$ cat config.mk
export PLATFORM = sky130hd
export DESIGN_NAME = pipe_stage_reg_flat
export DESIGN_NICKNAME = d
export VERILOG_FILES = /design/src/rtl/pipe_stage_reg_pkg.sv /design/src/rtl/pipe_stage_reg_if.sv /design/src/rtl/pipe_stage_reg.sv /design/src/flat_wrapper.sv
export SDC_FILE = /design/constraint.sdc
export NUM_CORES = 1
export LEC_CHECK = 0
export BUFFER_PORTS_ARGS = -buffer_cell sky130_fd_sc_hd__buf_2
export CAP_MARGIN = 0
export CORE_MARGIN = 2
export CORE_UTILIZATION = 50
export CTS_CLUSTER_DIAMETER = 150
export DETAILED_ROUTE_END_ITERATION = 8
export GPL_TIMING_DRIVEN = 0
export HOLD_SLACK_MARGIN = 0.03
export PLACE_DENSITY = 0.75
export SLEW_MARGIN = 15
export SYNTH_ARGS = -nofsm -noshare
export SYNTH_HDL_FRONTEND = slang
export SYNTH_SLANG_ARGS = --single-unit
$ cat constraint.sdc
create_clock -name CLOCK -period 2.35 [get_ports CLOCK]
set_clock_uncertainty 0.1 [all_clocks]
set_input_delay 0.1175 -clock CLOCK [delete_from_list [all_inputs] [get_ports CLOCK]]
set_output_delay 0.1175 -clock CLOCK [all_outputs]
set_load 0.005 [all_outputs]
$ cat src/rtl/pipe_stage_reg_pkg.sv
// Shared definitions for the pipe_stage_reg family: state codes, per-stage
// bundle widths and the ID/EX field layout with pack/unpack helpers.
package pipe_pkg;

    typedef logic [1:0] state_t;
    localparam state_t EMPTY = 2'd0;
    localparam state_t ONE   = 2'd1;
    localparam state_t TWO   = 2'd2;

    // ID/EX control fields, MSB first
    localparam int REG_WRITE_EN_W = 1;
    localparam int MEM2REG_SEL_W  = 1;
    localparam int MEM_WRITE_EN_W = 1;
    localparam int BRANCH_W       = 1;
    localparam int ALU_CTRL_W     = 1;
    localparam int ALU_SRC_W      = 1;
    localparam int REG_DST_SEL_W  = 1;

    localparam int REG_DST_SEL_OFS  = 0;
    localparam int ALU_SRC_OFS      = 1;
    localparam int ALU_CTRL_OFS     = 2;
    localparam int BRANCH_OFS       = 3;
    localparam int MEM_WRITE_EN_OFS = 4;
    localparam int MEM2REG_SEL_OFS  = 5;
    localparam int REG_WRITE_EN_OFS = 6;

    // ID/EX data fields, MSB first
    localparam int REG_DATA_W = 32;
    localparam int PC_ADDR_W  = 32;
    localparam int REG_ADDR_W = 5;
    localparam int SHAMT_W    = 5;
    localparam int IMM_W      = 16;

    localparam int IMM_OFS       = 0;
    localparam int SHAMT_OFS     = 16;
    localparam int RD_ADDR_OFS   = 21;
    localparam int RT_ADDR_OFS   = 26;
    localparam int PC_ADDR_OFS   = 31;
    localparam int REG_DATA2_OFS = 63;
    localparam int REG_DATA1_OFS = 95;

    localparam int IDEX_CTRL_W  = 7;
    localparam int IDEX_DATA_W  = 127;
    localparam int IFID_CTRL_W  = 1;
    localparam int IFID_DATA_W  = 64;
    localparam int EXMEM_CTRL_W = 4;
    localparam int EXMEM_DATA_W = 102;
    localparam int MEMWB_CTRL_W = 2;
    localparam int MEMWB_DATA_W = 69;

    typedef struct packed {
        logic [REG_WRITE_EN_W-1:0] reg_write_en;
        logic [MEM2REG_SEL_W-1:0]  mem2reg_sel;
        logic [MEM_WRITE_EN_W-1:0] mem_write_en;
        logic [BRANCH_W-1:0]       branch;
        logic [ALU_CTRL_W-1:0]     alu_ctrl;
        logic [ALU_SRC_W-1:0]      alu_src;
        logic [REG_DST_SEL_W-1:0]  reg_dst_sel;
    } id_ex_ctrl_t;

    typedef struct packed {
        logic [REG_DATA_W-1:0] reg_data1;
        logic [REG_DATA_W-1:0] reg_data2;
        logic [PC_ADDR_W-1:0]  pc_addr;
        logic [REG_ADDR_W-1:0] rt_addr;
        logic [REG_ADDR_W-1:0] rd_addr;
        logic [SHAMT_W-1:0]    shamt;
        logic [IMM_W-1:0]      imm;
    } id_ex_data_t;

    function automatic logic [IDEX_CTRL_W-1:0] pack_id_ex_ctrl(input id_ex_ctrl_t c);
        return c;
    endfunction

    function automatic id_ex_ctrl_t unpack_id_ex_ctrl(input logic [IDEX_CTRL_W-1:0] v);
        return id_ex_ctrl_t'(v);
    endfunction

    function automatic logic [IDEX_DATA_W-1:0] pack_id_ex_data(input id_ex_data_t d);
        return d;
    endfunction

    function automatic id_ex_data_t unpack_id_ex_data(input logic [IDEX_DATA_W-1:0] v);
        return id_ex_data_t'(v);
    endfunction

endpackage

$ cat src/rtl/pipe_stage_reg_if.sv
// Handshake and bundle signals between a pipeline stage register and its
// neighbours; master is the environment, slave is the stage register.
interface pipe_stage_reg_if #(
    parameter int CTRL_W = 7,
    parameter int DATA_W = 127
);
    logic              In_Valid;
    logic              In_Ready;
    logic [CTRL_W-1:0] Ctrl_In;
    logic [DATA_W-1:0] Data_In;
    logic              Hold;
    logic              Flush;
    logic              Out_Valid;
    logic              Out_Ready;
    logic [CTRL_W-1:0] Ctrl_Out;
    logic [DATA_W-1:0] Data_Out;

    modport master (
        output In_Valid, Ctrl_In, Data_In, Hold, Flush, Out_Ready,
        input  In_Ready, Out_Valid, Ctrl_Out, Data_Out
    );

    modport slave (
        input  In_Valid, Ctrl_In, Data_In, Hold, Flush, Out_Ready,
        output In_Ready, Out_Valid, Ctrl_Out, Data_Out
    );
endinterface

$ cat src/rtl/pipe_stage_reg.sv
// Parametrised pipeline-stage register with valid/ready handshake, hazard
// Hold/Flush, bubble gating of control, and an optional 2-entry skid buffer.
module pipe_stage_reg
    import pipe_pkg::*;
#(
    parameter int CTRL_W = IDEX_CTRL_W,
    parameter int DATA_W = IDEX_DATA_W,
    parameter bit SKID   = 1'b1
) (
    input logic             CLOCK,
    input logic             RESET_N,
    pipe_stage_reg_if.slave bus
);

    state_t            state;
    state_t            state_nxt;
    logic [CTRL_W-1:0] main_ctrl;
    logic [DATA_W-1:0] main_data;
    logic [CTRL_W-1:0] skid_ctrl;
    logic [DATA_W-1:0] skid_data;
    logic              main_load;
    logic              skid_load;
    logic              out_valid;
    logic              in_ready;
    logic              in_fire;
    logic              out_fire;

    assign out_valid = (state != EMPTY);

    // Skid mode derives In_Ready from state alone so it is a clean register output.
    generate
        if (SKID) begin : g_skid_ready
            assign in_ready = (state != TWO);
        end else begin : g_flat_ready
            assign in_ready = !bus.Hold && (!out_valid || bus.Out_Ready);
        end
    endgenerate

    assign in_fire  = bus.In_Valid && in_ready;
    assign out_fire = out_valid && bus.Out_Ready && !bus.Hold;

    always_comb begin
        // NOTE: defaults first so every path assigns every output and no latch is inferred.
        state_nxt = state;
        main_load = 1'b0;
        skid_load = 1'b0;
        if (bus.Flush) begin
            state_nxt = EMPTY;
        end else begin
            case (state)
                EMPTY: begin
                    if (in_fire) begin
                        state_nxt = ONE;
                        main_load = 1'b1;
                    end
                end
                ONE: begin
                    if (in_fire && out_fire) begin
                        main_load = 1'b1;
                    end else if (in_fire && SKID) begin
                        state_nxt = TWO;
                        skid_load = 1'b1;
                    end else if (out_fire) begin
                        state_nxt = EMPTY;
                    end
                end
                TWO: begin
                    if (out_fire) begin
                        state_nxt = ONE;
                        main_load = 1'b1;
                    end
                end
                default: state_nxt = EMPTY;
            endcase
        end
    end

    always_ff @(posedge CLOCK or negedge RESET_N) begin
        // NOTE: entry registers are reset too, so Data_Out reads 0 straight out of reset.
        if (!RESET_N) begin
            state     <= EMPTY;
            main_ctrl <= '0;
            main_data <= '0;
            skid_ctrl <= '0;
            skid_data <= '0;
        end else begin
            state <= state_nxt;
            if (main_load) begin
                main_ctrl <= (state == TWO) ? skid_ctrl : bus.Ctrl_In;
                main_data <= (state == TWO) ? skid_data : bus.Data_In;
            end
            if (skid_load) begin
                skid_ctrl <= bus.Ctrl_In;
                skid_data <= bus.Data_In;
            end
        end
    end

    // An empty slot is a bubble: control forced to zero, data left as it was.
    assign bus.In_Ready  = in_ready;
    assign bus.Out_Valid = out_valid;
    assign bus.Ctrl_Out  = out_valid ? main_ctrl : '0;
    assign bus.Data_Out  = main_data;

endmodule

$ cat src/flat_wrapper.sv
// flat-port wrapper written by rule: the top's interface ports become plain ports
module pipe_stage_reg_flat import pipe_pkg::*;
#(
    parameter int CTRL_W = IDEX_CTRL_W,
    parameter int DATA_W = IDEX_DATA_W,
    parameter bit SKID   = 1'b1
)
  (CLOCK, RESET_N, bus_In_Valid, bus_Ctrl_In, bus_Data_In, bus_Hold, bus_Flush, bus_Out_Ready, bus_In_Ready, bus_Out_Valid, bus_Ctrl_Out, bus_Data_Out);
  pipe_stage_reg_if #(.CTRL_W(CTRL_W), .DATA_W(DATA_W)) bus_i ();
  input logic CLOCK;
  input logic RESET_N;
  input wire logic [$bits(bus_i.In_Valid)-1:0] bus_In_Valid;
  input wire logic [$bits(bus_i.Ctrl_In)-1:0] bus_Ctrl_In;
  input wire logic [$bits(bus_i.Data_In)-1:0] bus_Data_In;
  input wire logic [$bits(bus_i.Hold)-1:0] bus_Hold;
  input wire logic [$bits(bus_i.Flush)-1:0] bus_Flush;
  input wire logic [$bits(bus_i.Out_Ready)-1:0] bus_Out_Ready;
  output wire logic [$bits(bus_i.In_Ready)-1:0] bus_In_Ready;
  output wire logic [$bits(bus_i.Out_Valid)-1:0] bus_Out_Valid;
  output wire logic [$bits(bus_i.Ctrl_Out)-1:0] bus_Ctrl_Out;
  output wire logic [$bits(bus_i.Data_Out)-1:0] bus_Data_Out;
  assign bus_i.In_Valid = bus_In_Valid;
  assign bus_i.Ctrl_In = bus_Ctrl_In;
  assign bus_i.Data_In = bus_Data_In;
  assign bus_i.Hold = bus_Hold;
  assign bus_i.Flush = bus_Flush;
  assign bus_i.Out_Ready = bus_Out_Ready;
  assign bus_In_Ready = bus_i.In_Ready;
  assign bus_Out_Valid = bus_i.Out_Valid;
  assign bus_Ctrl_Out = bus_i.Ctrl_Out;
  assign bus_Data_Out = bus_i.Data_Out;
  pipe_stage_reg #(.CTRL_W(CTRL_W), .DATA_W(DATA_W), .SKID(SKID)) u_core (.CLOCK(CLOCK), .RESET_N(RESET_N), .bus(bus_i));
endmodule
==> results by group <==
CTS
  • Worst-Skew Late Latency: 0.54 ns
  • CTS Buffer Depth: 3
  • TritonCTS clock tree: done
  • Worst-path clk slew: 0.06 ns
  • Htree depth: 1
  • Cts bufs inserted: 29
  • CTS Sinks: 270
  • Root buf cell: clkbuf_16

Worst setup path
  • Crit end category: register
  • Critical path startpoint: u_core.state[1]$_DFFE_PN0P_
  • Slowest Stage Delay on Critical Path: 0.44 ns
  • Last element of the critical path: u_core.skid_data[66]$_DFFE_PN0P_
  • Crit-path cells: nand3b_1, nor3_4, buf_2, buf_4, mux2_1
  • Buf+Inv Stages, Crit Path: 2
  • Crit. path cell count: 5
  • Worst R2R Path Depth: 5
  • FF-to-FF End: u_core.skid_data[66]$_DFFE_PN0P_
  • Crit path kind: register to register
  • Max FO, Critical Path: 10
  • R2r setup slk: 0.18 ns
  • Critical Path AT: 2.47 ns
  • R2R Path Start: u_core.state[1]$_DFFE_PN0P_
  • CP top delay family: buffers and inverters
  • Slowest-stage cell, CP: dfrtp_1
  • CP required: 2.65 ns
  • Worst Setup Start Kind: register

Die
  • Die Area: 0.02390 mm^2
  • Die Wd: 154.6 um
  • Placement Rows: 55
  • Core Box Area: 0.02243 mm^2
  • Initial core utilization: 50.54%
  • Die height: 154.6 um
  • Io pins: 276

Place
  • DP HPWL: 19200 um
  • Buffers on Ports: 275
  • Placed cells: 1449
  • Placer Congestion: 0.7536
  • Post-placement cell area: 0.01314 mm^2

Layout
  • Commonest non-fill, non-tap cell in the layout: buf_2
  • Final core utilization: 68.93%
  • Fillers: 1595
  • Area Growth Syn to Fin: 36.41%
  • Layout cell share with drive strength beyond 1: 33.19%
  • Final instance area: 0.01546 mm^2
  • Finished Layout Cells: 1641
  • Ant. Diodes: 0
  • Final Net Count: 1476
  • Multi-input logic area: 0.004197 mm^2
  • Commonest non-fill, non-tap cells in the layout: buf_2 (296), dfrtp_1 (270), dlygate4sd3_1 (139)
  • Register area: 0.006756 mm^2

STA
  • Hold slack: 0.03002 ns
  • Final setup viols: 0
  • Final Slew Violations: 0
  • Fmax: 0.4608 GHz
  • Final Cycle Share: 92.35%
  • Final hold vios: 0
  • RSZ-0062 raised after global routing: no
  • Fin crit period: 2.170 ns
  • Worst Max-Slew Pin Slew: 0.6191 ns
  • Slew margin rel.: 58.57%

Pwr
  • Leak: 8.219 nW
  • PwrDens: 876.4 mW/mm^2
  • Overall power: 13.55 mW
  • Worst IR Drop VDD: 0.6198 mV

Global routing
  • Total gr overflow: 0
  • GRT Overall Usage: 25.71%
  • Pin count of the biggest net entering global routing: 103
  • First-pass GRT wire length: 49400 um
  • Initial antenna violation count: 1
  • Vias in the first global route: 9644

Route
  • First-pass iteration count of the detailed router: 4
  • WL per Instance: 18.50 um
  • Number of routed nets with antenna violations: 0
  • Routed WL: 30360 um
  • DR iter-0 viols: 343
  • Vias: 8708
  • Vias/cell: 5.307
  • # DRC: 0

Outcome
  • Status: finished clean

Yosys
  • Syn_area_per_cell: 12.78 um^2
  • Register area share after synthesis: 59.60%
  • Yosys reg bits: 270
  • Post-Synthesis Net Count: 1027
  • Synthesized cell area: 0.01134 mm^2
  • Async SR Flop Fraction: 100.0%
  • Post-synth top flop: dfrtp_1
  • Synth cell types: 25
  • Number of flops mapped to enable cells by yosys: 0
  • Cells after Synth: 887
  • Yosys Warn Count: 0

Hold path
  • Hold crit path type: input port to asynchronous set/reset pin

Job
  • MaxCap Viol Count: 0
Yosys cell counts, drive strengths merged (2+ instances only):
cell type / number / share of area [%]
buf: 46 / 3.0
dfrtp: 270 / 60
mux2: 134 / 13
mux2i: 134 / 12
nor2b: 8 / 0.44
clkbuf: 12 / 0.40
nand2: 135 / 4.5
nor4bb: 2 / 0.23
inv: 2 / 0.066
o21ai: 134 / 5.9
repair_timing:
action / CTS / global route
gates resized for setup: 3 / 0
endpoints found under the setup margin: 71 / 82
endpoints found under the hold margin: 540 / 0
pin swaps: 1 / 1
hold buffers: 139 / 0
setup buffers: 1 / 2
report_power, final:
group	internal, mW	switching (mW)
combinational	1.44	1.21
sequential	5.88	0.651
clock	2.55	1.81
total	9.87	3.68
registers in the layout, indices dropped and copies added (netlist names):
name and count:
u_core.main_ctrl 7, u_core.skid_ctrl 7, u_core.state 2, u_core.bus.Data_Out 127
u_core.skid_data 127
metal layers:
metal	wire [um]	share of wire (%)	global-route usage, %
met1	11800	39	30.11
met2	15400	51	45.85
met3	2242	7.4	7.285
met4	897	3.0	8.113
met5	13	0.043	0
area by class of cell:
type                       instances  area share, %
clock buffer                      40          5.348
buffer                            57          2.468
clock inverter                    11         0.5421
inverter                           2        0.04854
timing repair buffer             419          18.46
multi-input combinational        557          27.14
tap                              285          2.306
sequential                       270          43.69
worst register-to-register path, stage by stage, from the launching register on:
cell	delay (ns)
dfrtp_1	0.44
nand3b_1	0.25
nor3_4	0.29
buf_2	0.33
buf_4	0.27
mux2_1	0.35
cells by family (layout without fill, tap and decap cells):
family,after synthesis,in the layout,share of synthesized area (%)
and+or+nand+nor,151,151,5.529
muxes,268,268,25.14
AOI/OAI and AO/OA,138,138,6.291
DFF,270,270,59.60
buffers and inverters,60,529,3.443
worst min path at each step:
stage,startpoint,end,depth (start not counted)
2_1_floorplan,RESET_N,u_core.bus.Data_Out[0]$_DFFE_PN0P_,0
3_3_place_gp,bus_Flush,u_core.state[1]$_DFFE_PN0P_,2
3_5_place_dp,RESET_N,u_core.bus.Data_Out[18]$_DFFE_PN0P_,1
4_1_cts,RESET_N,u_core.skid_data[56]$_DFFE_PN0P_,2
5_1_grt,RESET_N,u_core.bus.Data_Out[18]$_DFFE_PN0P_,2
6_report,RESET_N,u_core.bus.Data_Out[18]$_DFFE_PN0P_,2
per-stage QoR:
step	setup TNS, ns	setup WS, ns
2_1_floorplan	0	0.5337
3_3_place_gp	-1074.16	-3.957
3_5_place_dp	-12.37	-0.2372
4_1_cts	0	0.008885
5_1_grt	0	0.07147
6_report	0	0.1798
Power figures use the tool's default switching activity.
